==> src/rtl/dsp_mac_array.sv <==
// N_CH-lane 4-stage pre-adder MAC: P <= (A +/- D) * B + {P | C | 0}, shared control.
// Define DSP_MAC_SAT_EN to clamp the accumulate to PW bits and add per-lane sat flags.
module dsp_mac_array #(
    parameter int unsigned N_CH = 2,
    parameter int unsigned AW   = 8,
    parameter int unsigned BW   = 8,
    parameter int unsigned PW   = 24
) (
    input  logic                 clk,
    input  logic                 rst_n,
    input  logic                 in_valid,
    input  logic                 load,
    input  logic                 clear,
    input  logic                 pre_add,
    input  logic [N_CH*AW-1:0]   A,
    input  logic [N_CH*BW-1:0]   B,
    input  logic [N_CH*PW-1:0]   C,
    input  logic [N_CH*AW-1:0]   D,
    output logic [N_CH*PW-1:0]   P,
`ifdef DSP_MAC_SAT_EN
    output logic [N_CH-1:0]      sat,
`endif
    output logic                 out_valid_pre1,
    output logic                 out_valid
);
    localparam int unsigned MW = AW + 1 + BW;

    if (PW < MW) begin : g_pw_check
        $error("dsp_mac_array: PW must be >= AW+1+BW");
    end

    logic v1_q, ld1_q, cl1_q, pa1_q;
    logic v2_q, ld2_q, cl2_q;
    logic v3_q, ld3_q, cl3_q;
    logic out_valid_q;

    // Clear travels even without in_valid so a standalone clear still reaches stage 4.
    always_ff @(posedge clk) begin
        if (!rst_n) begin
            v1_q        <= 1'b0;
            ld1_q       <= 1'b0;
            cl1_q       <= 1'b0;
            pa1_q       <= 1'b0;
            v2_q        <= 1'b0;
            ld2_q       <= 1'b0;
            cl2_q       <= 1'b0;
            v3_q        <= 1'b0;
            ld3_q       <= 1'b0;
            cl3_q       <= 1'b0;
            out_valid_q <= 1'b0;
        end else begin
            v1_q        <= in_valid;
            ld1_q       <= load;
            cl1_q       <= clear;
            pa1_q       <= pre_add;
            v2_q        <= v1_q;
            ld2_q       <= ld1_q;
            cl2_q       <= cl1_q;
            v3_q        <= v2_q;
            ld3_q       <= ld2_q;
            cl3_q       <= cl2_q;
            out_valid_q <= v3_q;
        end
    end

    assign out_valid_pre1 = v3_q;
    assign out_valid      = out_valid_q;

    for (genvar k = 0; k < N_CH; k++) begin : g_lane
        logic signed [AW-1:0] a1_q, d1_q;
        logic signed [BW-1:0] b1_q, b2_q;
        logic signed [AW:0]   ad_d, ad2_q;
        logic signed [MW-1:0] m_d, m3_q;
        logic signed [PW-1:0] c3_q, p_q, p_d, base;

        always_comb begin
            if (pa1_q) ad_d = {a1_q[AW-1], a1_q} + {d1_q[AW-1], d1_q};
            else       ad_d = {a1_q[AW-1], a1_q} - {d1_q[AW-1], d1_q};
        end

        assign m_d = MW'(ad2_q) * MW'(b2_q);

        always_comb begin
            base = p_q;
            if (cl3_q)      base = '0;
            else if (ld3_q) base = c3_q;
        end

`ifdef DSP_MAC_SAT_EN
        logic signed [PW:0] sum_w;
        logic               ovf;
        logic               sat_q, sat_d;

        always_comb begin
            sum_w = (PW+1)'(m3_q) + (PW+1)'(base);
            ovf   = sum_w[PW] != sum_w[PW-1];
            p_d   = p_q;
            sat_d = 1'b0;
            if (v3_q) begin
                sat_d = ovf;
                if (!ovf)          p_d = sum_w[PW-1:0];
                else if (sum_w[PW]) p_d = {1'b1, {(PW-1){1'b0}}};
                else               p_d = {1'b0, {(PW-1){1'b1}}};
            end else if (cl3_q) begin
                p_d = '0;
            end
        end

        always_ff @(posedge clk) begin
            if (!rst_n) sat_q <= 1'b0;
            else        sat_q <= sat_d;
        end

        assign sat[k] = sat_q;
`else
        always_comb begin
            p_d = p_q;
            if (v3_q)       p_d = PW'(m3_q) + base;
            else if (cl3_q) p_d = '0;
        end
`endif

        always_ff @(posedge clk) begin
            if (!rst_n) begin
                a1_q  <= '0;
                d1_q  <= '0;
                b1_q  <= '0;
                b2_q  <= '0;
                ad2_q <= '0;
                m3_q  <= '0;
                c3_q  <= '0;
                p_q   <= '0;
            end else begin
                a1_q  <= A[k*AW +: AW];
                d1_q  <= D[k*AW +: AW];
                b1_q  <= B[k*BW +: BW];
                b2_q  <= b1_q;
                ad2_q <= ad_d;
                m3_q  <= m_d;
                c3_q  <= C[k*PW +: PW];
                p_q   <= p_d;
            end
        end

        assign P[k*PW +: PW] = p_q;
    end

endmodule

==> config.mk <==
export PLATFORM = sky130hd
export DESIGN_NAME = dsp_mac_array
export DESIGN_NICKNAME = d
export VERILOG_FILES = /design/src/rtl/dsp_mac_array.sv
export SDC_FILE = /design/constraint.sdc
export NUM_CORES = 1
export LEC_CHECK = 0
export CORE_MARGIN = 4
export CORE_UTILIZATION = 59
export CTS_CLUSTER_DIAMETER = 30
export DETAILED_ROUTE_END_ITERATION = 8
export PLACE_DENSITY = 0.92
export SLEW_MARGIN = 20
export SYNTH_ARGS = -nofsm -noshare
export SYNTH_HDL_FRONTEND = slang
export SYNTH_SLANG_ARGS = --single-unit
==> constraint.sdc <==
create_clock -name clk -period 5.05 [get_ports clk]
set_input_delay 0.505 -clock clk [delete_from_list [all_inputs] [get_ports clk]]
set_output_delay 0.505 -clock clk [all_outputs]
set_load 0.02 [all_outputs]
==> results of run 1 <==
-- worst reg2reg max path, stage by stage (launching register included) --
cell,delay (ps)
dfxtp_1,530
nand2_1,140
fa_1,550
inv_1,60
fa_1,520
fa_1,490
inv_1,50
fa_1,470
inv_1,40
ha_1,320
a21oi_1,200
nor2b_1,60
o21ai_0,290
a31oi_1,200
a31oi_1,230
xnor2_1,90
and2_1,150
-- sequential cells by signal (all words and copies together) (netlist names), 16 cells and up --
name / flops
g_lane.c3_q: 48
g_lane.m3_q: 34
g_lane.p_q: 48
g_lane.b1_q: 16
g_lane.d1_q: 16
g_lane.b2_q: 16
g_lane.a1_q: 16
g_lane.ad2_q: 18
-- per-layer routing --
layer,up-vias,GRT usage (%),wire [um]
met5,-,0,38
met2,327,42.8,16800
li1,5845,-,-
met4,6,7.22,884
met3,81,4.44,2010
met1,5683,31.0,15500
-- cell usage in the layout, fill, tap and decap left out, types with 24 or more instances in the layout --
master / Yosys / routed
and2_1: 249 / 249
dfxtp_1: 223 / 221
inv_1: 184 / 184
clkdlybuf4s50_1: 0 / 150
fa_1: 126 / 126
ha_1: 126 / 126
nand2_1: 99 / 99
nor2_1: 97 / 97
a21oi_1: 71 / 71
xnor2_1: 56 / 56
mux2i_1: 51 / 51
clkbuf_16: 0 / 46
o21ai_0: 44 / 44
xor2_1: 34 / 34
a21o_1: 33 / 33
o21ai_1: 28 / 28
nor3b_1: 26 / 25
nor2b_1: 24 / 24
-- final timing paths --
| path | depth (start not counted) | endpoint |
|---|---|---|
| worst min-delay path | 1 | ld2_q |
| worst max register to register | 16 | g_lane[0].m3_q[16] |
| worst max-delay path | 16 | g_lane[0].m3_q[16] |
| worst min register to register | 1 | ld2_q |
-- cell families (layout without fill, tap and decap cells) --
| group | Yosys count | in the layout | synth area share (%) |
|---|---|---|---|
| multiplexers | 53 | 53 | 3.41 |
| AO/OA/AOI/OAI | 271 | 271 | 11.4 |
| adder cells (fa/ha/maj) | 252 | 252 | 26.2 |
| buffers and inverters | 247 | 427 | 5.95 |
| flip-flops | 223 | 223 | 28.6 |
| AND/OR/NAND/NOR | 559 | 559 | 19.4 |
| XOR/XNOR | 90 | 90 | 5.05 |
-- final cells by class --
class	count	area, um2	share of cell area (%)
multi-input combinational	1225	10200	53.9
clock inverter	33	399	2.10
tap	335	419	2.21
inverter	187	702	3.70
clock buffer	50	1200	6.30
timing repair buffer	157	1570	8.25
sequential	223	4470	23.5
-- power breakdown --
part	switching, mW	internal [mW]	total (mW)
Clock	1.01	2.04	3.05
Sequential	0.130	1.89	2.02
Combinational	0.607	0.545	1.15
==> flow_summary_export.csv, run 1 <==
group,metric,value,unit
logic_synthesis,synth_ff_type,"dfxtp_1",
hold_path,hold_class,"register to register",
logic_synthesis,synthCells,1695,
sta,tightest_slew,1040,ps
hold_path,hp-start,"ld1_q",
global_route,grt_overflow_total,0,
worst_setup_path,endpoint_kind,"register",
layout,area_growth,21.5,%
clock_network,htree_levels,2,
worst_setup_path,critical_path.top_delay_family,"adder cells",
sta,layout_setup_ws,541,ps
drt,vias_per_cell,5.40,
sta,fin_skew,17.2,ps
logic_synthesis,synth_area,15600,um2
logic_synthesis,seq_area_frac_synth,28.6,%
worst_setup_path,path_common_cell,"fa_1",
logic_synthesis,synth_edf_count,0,
placed_design,place_inst,2127,
drt,wirelength,35200,um
clock_network,cts_tree,"yes",
clock_network,clock_latency,520,ps
global_route,antenna_found_initial,3,
layout,design_area,19000,um2
placed_design,routabilityCongestion,0.902,
sta,whs,427,ps
floorplanning,die-height,171,um
flow_run,cap_violations,0,
drt,drt-initial-drc-count,678,
clock_network,postCtsSetupRepairBufs,0,
global_route,track_usage,24.5,%
clock_network,cts.sink_count,223,
worst_setup_path,crit_buf_inv,3,
clock_network,ctsHoldBuffers,0,
layout,final_cells,2210,
logic_synthesis,synth_area_leader_cell,"dfxtp_1",
layout,layout.nets,2193,
global_route,grt_pass1_vias,12517,
worst_setup_path,slowest_stage,"fa_1",
clock_network,ctsResizeCount,0,
worst_setup_path,startpoint,"g_lane[0].b2_q[2]",
placed_design,io_buffer_count,151,
floorplanning,num_rows,59,
drt,wl_per_cell,15.9,um
logic_synthesis,ys_top_cells_by_area,"dfxtp_1, fa_1, ha_1",
sta,slew_headroom,30.2,%
sta,period_share,89.3,%
logic_synthesis,async_flop_share,0,%
drt,first_pass_iters,5,
placed_design,dpl_worst_slack,620,ps
floorplanning,num_io_pins,152,
worst_setup_path,worstPathCellList,"nand2_1 > fa_1 > inv_1 > fa_1 > fa_1 > inv_1 > fa_1 > inv_1 > ha_1 > a21oi_1 > nor2b_1 > o21ai_0 > a31oi_1 > a31oi_1 > xnor2_1 > and2_1",
worst_setup_path,cp-start-kind,"register",
power_and_ir_drop,powerDensity,328,nW/um2
worst_setup_path,crit_fanout,9,
drt,dr_total_vias,11942,
worst_setup_path,cpPeakStageDelay,550,ps
logic_synthesis,yosysWarnings,0,
floorplanning,die_area,29100,um2
sta,period_minus_slack,4510,ps
clock_network,cts.clk_slew.worst_paths,50,ps
placed_design,placedInstanceArea,17400,um2
layout,fillers,1824,
worst_setup_path,worstPathRequired,5460,ps
logic_synthesis,synth.top_cell.area_share,28.6,%
floorplanning,initial_utilization,59.9,%
placed_design,hpwl,26000,um
global_route,grt_pass1_wl,59400,um
worst_setup_path,worstPathArrival,4920,ps
worst_setup_path,r2r_slack,540,ps
sta,finalHoldViolCount,0,
logic_synthesis,synth-seq-cells,223,
logic_synthesis,synthesis.nets,2049,
sta,finalSetupTns,0,ps
power_and_ir_drop,power.total,6.22,mW
clock_network,cts_buffers,45,
floorplanning,core_area,26100,um2
logic_synthesis,synth.most_common_cell,"and2_1",
floorplanning,die_x,171,um
drt,drc_errors,0,
sta,max_freq,0.222,GHz
worst_setup_path,r2r_start,"g_lane[0].b2_q[2]",
status,status,"finished clean",
logic_synthesis,synth_cell_types,65,
sta,setup_viol,0,
layout,post-route-util,72.8,%
clock_network,cts_root_buffer,"clkbuf_16",
worst_setup_path,critical_path_class,"register to register",
logic_synthesis,netlist_top_cells_count,"and2_1, dfxtp_1, inv_1",
logic_synthesis,syn_area_per_cell,9.21,um2
global_route,grt_max_degree,135,
clock_network,cts_max_path_buffers,3,
power_and_ir_drop,p_leak,8.73,nW
sta,drv_slew,0,
layout,drive_above_1_share,5.55,%
drt,ant_nets,0,
power_and_ir_drop,ir_drop,0.353,mV
sta,rsz0062_at_grt,"false",
layout,diodes,0,
No activity file was read; power rests on OpenSTA's default activity.
==> run 2, diff against run 1 <==
Settings changed: CORE_UTILIZATION 59 to 65, CTS_BUF_LIST set to sky130_fd_sc_hd__clkbuf_8, DONT_BUFFER_PORTS set to 1, PLACE_DENSITY 0.92 to 0.91, SLEW_MARGIN 20 to 30.
==> run 2 against run 1 <==
Fmax decreased by 1.7%. Register-to-register slack got worse by 80 ps. Clock skew increased by 21 ps. Worst hold slack got worse by 370 ps. Via count decreased by 4.2%. Clock power decreased by 33%. Cell area decreased by 11%. Flip-flop and latch count unchanged. Clock-buffer cell count increased by 1. Core utilization decreased by 1.1 points. Largest cell class unchanged.
==> flow_summary_export.csv, run 2 (synthesized netlist as in run 1, its figures left out) <==
group,metric,value,unit
placed_design,hpwl,25100,um
power_and_ir_drop,ir_drop,0.298,mV
worst_setup_path,ff2ff_path_depth,14,
placed_design,routabilityCongestion,0.907,
sta,drv_slew,0,
sta,period_minus_slack,4590,ps
global_route,grt_overflow_total,0,
hold_path,hold_end,"g_lane[1].c3_q[9]",
clock_network,cts.clk_slew.worst_paths,60,ps
floorplanning,die_x,163,um
clock_network,clock_latency,570,ps
worst_setup_path,crit_buf_inv,4,
sta,rsz0062_at_grt,"false",
worst_setup_path,worstPathRequired,5490,ps
floorplanning,die-height,163,um
sta,max_freq,0.218,GHz
clock_network,cts_tree,"yes",
worst_setup_path,path_common_cell,"fa_1",
sta,finalHoldViolCount,0,
hold_path,hold_class,"primary input to register",
power_and_ir_drop,combPwrFrac,20.2,%
layout,area_growth,8.16,%
sta,slew_headroom,37.7,%
layout,final_cell_mix,"and2_1, dfxtp_1, inv_1",
sta,setup_viol,0,
worst_setup_path,r2r_start,"g_lane[0].b2_q[7]",
drt,wirelength,32700,um
clock_network,ctsResizeCount,0,
drt,wl_per_cell,16.0,um
worst_setup_path,critical_path_class,"register to register",
worst_setup_path,worstPathArrival,5030,ps
sta,finalSetupTns,0,ps
clock_network,postCtsSetupRepairBufs,0,
power_and_ir_drop,p_leak,7.95,nW
global_route,grt_pass1_wl,55200,um
global_route,grt_max_degree,197,
status,status,"finished clean",
clock_network,cts_max_path_buffers,3,
power_and_ir_drop,internal_power,3.57,mW
layout,largestRegisters,"g_lane.c3_q (48), g_lane.p_q (48), g_lane.m3_q (34)",
floorplanning,num_io_pins,152,
drt,vias_per_cell,5.59,
worst_setup_path,r2r_slack,460,ps
clock_network,htree_levels,2,
worst_setup_path,cp-start-kind,"register",
drt,first_pass_iters,5,
worst_setup_path,worstPathCellList,"clkinv_1 > fa_1 > fa_1 > inv_1 > fa_1 > inv_1 > fa_1 > inv_1 > ha_1 > a2111oi_0 > o21ai_1 > o311ai_1 > o21ai_1 > mux2i_1",
clock_network,cts.sink_count,223,
sta,period_share,90.8,%
drt,dr_total_vias,11439,
drt,ant_nets,0,
sta,tightest_slew,934,ps
layout,drive_above_1_share,5.73,%
drt,drc_errors,0,
power_and_ir_drop,power.share.clock,40.2,%
global_route,track_usage,24.9,%
global_route,grt_pass1_vias,11752,
worst_setup_path,slowest_stage,"a2111oi_0",
drt,drt-initial-drc-count,552,
worst_setup_path,cpPeakStageDelay,750,ps
sta,fin_skew,38.0,ps
worst_setup_path,r2r-end,"g_lane[0].m3_q[15]",
power_and_ir_drop,powerDensity,302,nW/um2
clock_network,cts_buffers,46,
power_and_ir_drop,seq_power_share,39.7,%
hold_path,hold_depth,1,
layout,layout.nets,2043,
clock_network,ctsHoldBuffers,0,
flow_run,cap_violations,0,
clock_network,cts_root_buffer,"clkbuf_8",
worst_setup_path,endpoint_kind,"register",
layout,final_common_cell,"and2_1",
floorplanning,core_area,23500,um2
layout,diodes,0,
power_and_ir_drop,p_sw,1.53,mW
floorplanning,initial_utilization,66.3,%
worst_setup_path,critical_path.top_delay_family,"adder cells",
sta,whs,56.9,ps
hold_path,hp-start,"C[33]",
worst_setup_path,crit_fanout,9,
floorplanning,die_area,26600,um2
global_route,antenna_found_initial,5,
power_and_ir_drop,power.total,5.10,mW
placed_design,io_buffer_count,0,
power_and_ir_drop,swShare,30.0,%
floorplanning,num_rows,56,
==> run 2: cell types whose count changed in the layout (fill, tap and decap cells not counted), moves of 2 or more <==
cell / previous run / this run
inv_6: 6 / 1
clkbuf_16: 46 / 0
clkinv_4: 3 / 5
clkinv_2: 6 / 9
inv_1: 184 / 192
clkinvlp_4: 8 / 5
clkbuf_8: 3 / 51
inv_8: 3 / 1
clkdlybuf4s50_1: 150 / 0
==> run 2: power groups by stage <==
stage / Clock (mW) / Combinational [mW] / Sequential [mW]
after floorplan: 0 / 0.857 / 2.00
after global placement: 0 / 0.964 / 2.05
after detailed placement: 0 / 1.02 / 2.06
after CTS: 2.10 / 1.03 / 2.02
after global routing: 2.19 / 1.17 / 2.04
final: 2.05 / 1.03 / 2.02
==> run 2: layout make-up <==
class | instances | area [um2]
multi-input cells | 1225 | 10200
fillers | 1741 | 6650
flip-flops and latches | 223 | 4470
clock buffers | 51 | 702
inverters | 187 | 702
well taps | 319 | 399
clock inverters | 35 | 343
repair buffers | 6 | 45.0
==> run 2: worst reg2reg max path, delay by kind of cell, from the launching register on <==
kind	cells	cell delay, ps
flip-flops	1	330
buffers and inverters	4	400
multiplexers	1	140
adder cells (fa/ha/maj)	5	2430
AO/OA/AOI/OAI	4	1180
==> run 2: worst max-delay path by stage <==
stage,startpoint,endpoint,slack [ps],cells past startpoint
after floorplan,g_lane[0].b2_q[2],g_lane[0].m3_q[16],890,16
after global placement,g_lane[0].b2_q[7],g_lane[0].m3_q[15],710,14
after detailed placement,g_lane[0].b2_q[7],g_lane[0].m3_q[15],540,14
after CTS,g_lane[0].b2_q[7],g_lane[0].m3_q[15],490,14
after global routing,g_lane[0].b2_q[7],g_lane[0].m3_q[15],170,14
final,g_lane[0].b2_q[7],g_lane[0].m3_q[15],460,14
==> run 2: routing by layer <==
layer	wire length [um]	global-route usage, %	up-vias
met5	34	0	-
met3	2420	5.92	85
met1	14300	31.7	5447
met2	15100	42.0	357
li1	-	-	5544
met4	875	8.04	6
==> run 2: metrics by stage <==
step | worst slack [ps] | util, % | std cells | area, um2
6_report | 464 | 71.7 | 2046 | 16900
5_1_grt | 166 | 71.7 | 2046 | 16900
4_1_cts | 492 | 71.7 | 2046 | 16900
3_5_place_dp | 545 | 67.3 | 1960 | 15800
3_3_place_gp | 712 | 67.3 | 1960 | 15800
2_1_floorplan | 894 | - | 1695 | 15600
==> run 3, diff against run 2 <==
Settings changed: SETUP_SLACK_MARGIN set to 0.02.
==> results of run 3 <==
No change in the layout: final DEF, timing and power equal those of run 2.
==> edit 1 (flow settings as in run 2) <==
Register the input `B` before use, without a reset. The logic sees it one clock later. The other inputs are not delayed to match.
--- a/src/rtl/dsp_mac_array.sv
+++ b/src/rtl/dsp_mac_array.sv
@@ -24,6 +24,12 @@
     output logic                 out_valid
 );
     localparam int unsigned MW = AW + 1 + BW;
+
+    logic [N_CH*BW-1:0] B_q;
+
+    always_ff @(posedge clk) begin
+        B_q <= B;
+    end
 
     if (PW < MW) begin : g_pw_check
         $error("dsp_mac_array: PW must be >= AW+1+BW");
@@ -133,7 +139,7 @@
             end else begin
                 a1_q  <= A[k*AW +: AW];
                 d1_q  <= D[k*AW +: AW];
-                b1_q  <= B[k*BW +: BW];
+                b1_q  <= B_q[k*BW +: BW];
                 b2_q  <= b1_q;
                 ad2_q <= ad_d;
                 m3_q  <= m_d;
Check against the original RTL: not equivalent (Yosys sat finds a counterexample within 10 cycles, from zero or initial values and one cycle with rst_n low).
==> edit 1 against run 2 <==
- synthesized area is 1.7% higher
- final area is 3.3% higher
- setup slack better by 0.065 ns
- largest power group unchanged
- clock power is 16% higher
- sequential cell count is 16 higher
- critical path type unchanged
- via count hardly changed
- wire length is 2.1% higher
- total power is 9.1% higher
- maximum frequency is 1.4% higher
- count of clock-buffer cells in the layout is 8 higher
==> edit 1: results (changes against run 2) <==
metric,value,unit,change
GR Util met2,0.420,,about the same
CTS Buf Count,50,,+8.7%
maximum single-stage delay on the critical path,0.60,ns,-0.15 ns
Commonest cells post-synth,"239 x dfxtp_1, 220 x and2_1, 193 x inv_1",,
GRT Overall Usage,0.251,,+0.00184
global-route wire length before repair,55.8,mm,+1.1%
Area contributors post-synth,"dfxtp_1 30%, fa_1 16%, ha_1 9.9%",,
post-synthesis compound-gate area fraction,0.109,,-0.00507
DR vias,11400,,+0.035%
sequential area share after synthesis,0.301,,+0.0153
Netlist cell types,69,,+6.2%
xor/xnor cell area share of the yosys netlist,0.0496,,-0.000851
Worst Clk Skew,0.0507,ns,+0.0127 ns
met1 track demand over resource,0.325,,+0.00780
Synth Area in Adders,0.258,,-0.00442
largest net degree at the start of global routing,143,,-27%
Initial DRC Count,615,,+11%
met3 wire length,2.54,mm,+5.1%
DP Cell Count,1984,,+1.2%
Final GP Congestion,0.893,,-1.5%
dpl hpwl,25.1,mm,about the same
layout cells sized above 1,0.0631,,+0.00581
routing usage on met3,0.0615,,+0.00226
crit path max-delay cell type,fa_1,,
metal2 WL,15.5,mm,+2.6%
syn avg cell area,9.23,um^2,+0.24%
P_leak,8.11,nW,+2.0%
normalized max-slew margin,0.478,,+0.100
status,finished clean,,
mux share of post-synthesis cell area,0.0336,,-0.000575
Met1 Wirelength,14.7,mm,+2.7%
critical path's top delay family,adder cells,,
# fillers,1722,,-1.1%
Hold Buf Count CTS,16,,+16
[edit 1: changes by cell type after synthesis, sizes merged, moves of 10 or more]
cell   change
nor2      +50
dfxtp     +16
o21ai     -10
nor2b     -10
and2      -28
[edit 1: cell type report]
cell class              count  share of cell area
well taps                 319              0.0229
flip-flops and latches    239               0.274
repair buffers             22              0.0125
clock inverters            34              0.0229
diodes                      1            0.000143
clock buffers              59              0.0465
multi-input cells        1225               0.579
inverters                 195              0.0420
[edit 1: metrics by stage]
stage               hold WS (ns)  cell area, um^2  power (W)  setup WS (ns)   util
CTS                       0.0188            17500    0.00561          0.505  0.735
global placement           0.415            16100    0.00316          0.659  0.677
detailed placement         0.418            16100    0.00321          0.524  0.677
global route              0.0138            17500    0.00589          0.290  0.735
finish                    0.0431            17500    0.00557          0.529  0.735
floorplan                  0.412            15900    0.00299          0.886      -
[edit 1: power breakdown]
group	internal, W	leakage [nW]	switching (W)
combinational	0.000456	5.50	0.000584
sequential	0.00202	1.97	0.000133
clock	0.00146	0.638	0.000913
[edit 1: cells by family (layout without fill, tap and decap cells)]
logic type      after synthesis  count (layout)
fa+ha+maj                   252             252
mux                          53              53
flops                       239             239
compound gates              263             263
simple gates                567             567
other cells                   0               1
buf+inv                     256             310
xor+xnor                     90              90
[edit 1: worst paths after layout]
| kind | from | end | slack [ns] | cells past startpoint |
|---|---|---|---|---|
| worst max register to register | g_lane[0].b2_q[7] | g_lane[0].m3_q[16] | 0.53 | 16 |
| worst min register to register | v1_q | v2_q | 0.42 | 1 |
| worst max-delay path | g_lane[0].b2_q[7] | g_lane[0].m3_q[16] | 0.53 | 16 |
| worst min-delay path | C[46] | g_lane[1].c3_q[22] | 0.04 | 1 |
==> edit 2 (settings of run 2) <==
Made on the original files. Build with the macro `DSP_MAC_SAT_EN` defined.
--- a/src/rtl/dsp_mac_array.sv
+++ b/src/rtl/dsp_mac_array.sv
@@ -1,5 +1,7 @@
 // N_CH-lane 4-stage pre-adder MAC: P <= (A +/- D) * B + {P | C | 0}, shared control.
 // Define DSP_MAC_SAT_EN to clamp the accumulate to PW bits and add per-lane sat flags.
+`define DSP_MAC_SAT_EN
+
 module dsp_mac_array #(
     parameter int unsigned N_CH = 2,
     parameter int unsigned AW   = 8,
Function (old outputs only; new: sat): changed (a bounded check fails within 10 cycles, from zero or initial values and one cycle with rst_n low).
==> edit 2 against run 2 <==
- setup slack improved by 0.013 ns
- synthesized area increased by 1.6%
- final area increased by 1.9%
- cell count increased by 2.9%
- wire length increased by 0.42%
- non-clock buffer count increased by 3
- total power increased by 11%
- sequential cell count increased by 2
- sequential power increased by 2%
- largest power group unchanged
==> edit 2: results (changes against run 2) <==
metric,value,unit,change
status,finished clean,,
GRT Overall Usage,0.249,,-0.000381
peak supply drop,0.000293,V,-1.8%
crit path max-delay cell type,fa_1,,
routing usage on met3,0.0439,,-0.0153
dpl hpwl,25.4,mm,+1.1%
vias in the first global route,12100,,+2.9%
Area contributors post-synth,"dfxtp_1 28%, fa_1 16%, ha_1 10%",,
DP Worst Slack,0.463,ns,-0.0821 ns
# fillers,1735,,-0.34%
drt total wl,32.9,mm,+0.42%
global-route wire length before repair,55.8,mm,+1.1%
layout cells sized above 1,0.0745,,+0.0172
Final GP Congestion,0.884,,-2.6%
DP Cell Count,2018,,+3.0%
GR Util met2,0.419,,-0.00121
largest net degree at the start of global routing,144,,-27%
Via density,5.49,,-1.8%
Worst Path Arrival,5.00,ns,-0.03 ns
Worst Clk Skew,0.0561,ns,+0.0181 ns
normalized max-slew margin,0.478,,+0.101
antenna violations before repair,1,,-4
CTS Buf Count,47,,+2.2%
met1 track demand over resource,0.325,,+0.00774
Psw,0.00180,W,+17%
Commonest cells post-synth,"225 x dfxtp_1, 221 x and2_1, 201 x inv_1",,
Initial DRC Count,749,,+36%
yosys warns,0,,unchanged
fin cells,2105,,+2.9%
Clock Latency Late Sink,0.58,ns,
syn avg cell area,9.07,um^2,-1.6%
maximum single-stage delay on the critical path,0.58,ns,-0.17 ns
P_leak,7.95,nW,about the same
Netlist cell types,66,,+1.5%
Post-DP Area,0.0161,mm^2,+1.5%
-- edit 2: area by class of cell --
| cell class | count | area [um^2] | share of cell area |
|---|---|---|---|
| clock inverters | 32 | 397 | 0.0230 |
| well taps | 319 | 399 | 0.0232 |
| multi-input cells | 1260 | 10300 | 0.600 |
| inverters | 205 | 769 | 0.0447 |
| repair buffers | 9 | 67.6 | 0.00392 |
| diodes | 1 | 2.50 | 0.000145 |
| flip-flops and latches | 225 | 4510 | 0.262 |
| clock buffers | 54 | 743 | 0.0432 |
-- edit 2: logic make-up after synthesis --
group,synth area share
simple gates,0.180
compound gates,0.123
buf+inv,0.0648
fa+ha+maj,0.261
flops,0.284
xor+xnor,0.0541
mux,0.0337
-- edit 2: path summary, 6_finish.rpt --
kind,start,endpoint,slack (ns),cells past startpoint
setup reg to reg,g_lane[0].b2_q[7],g_lane[0].m3_q[15],0.48,16
hold / removal,C[37],g_lane[1].c3_q[13],0.05,1
hold reg to reg,ld2_q,ld3_q,0.42,1
setup / recovery,g_lane[0].b2_q[7],g_lane[0].m3_q[15],0.48,16
-- edit 2: metrics by stage --
| stage | total power [W] | hold WS, ns |
|---|---|---|
| floorplan | 0.00316 | 0.412 |
| global placement | 0.00337 | 0.416 |
| detailed placement | 0.00344 | 0.418 |
| CTS | 0.00569 | 0.0170 |
| global route | 0.00598 | 0.0227 |
| finish | 0.00565 | 0.0512 |
-- edit 2: routing by layer --
metal	vias up	part of all wire
met2	341	0.47
met1	5434	0.44
met4	0	0.032
li1	5697	-
met5	-	0
met3	90	0.065
-- edit 2: power by group through the flow --
stage          logic (W)  clock network [W]  registers, W
3_3_place_gp     0.00126                  0       0.00211
2_1_floorplan    0.00111                  0       0.00205
3_5_place_dp     0.00133                  0       0.00211
5_1_grt          0.00153            0.00236       0.00209
6_report         0.00134            0.00223       0.00207
4_1_cts          0.00134            0.00228       0.00207
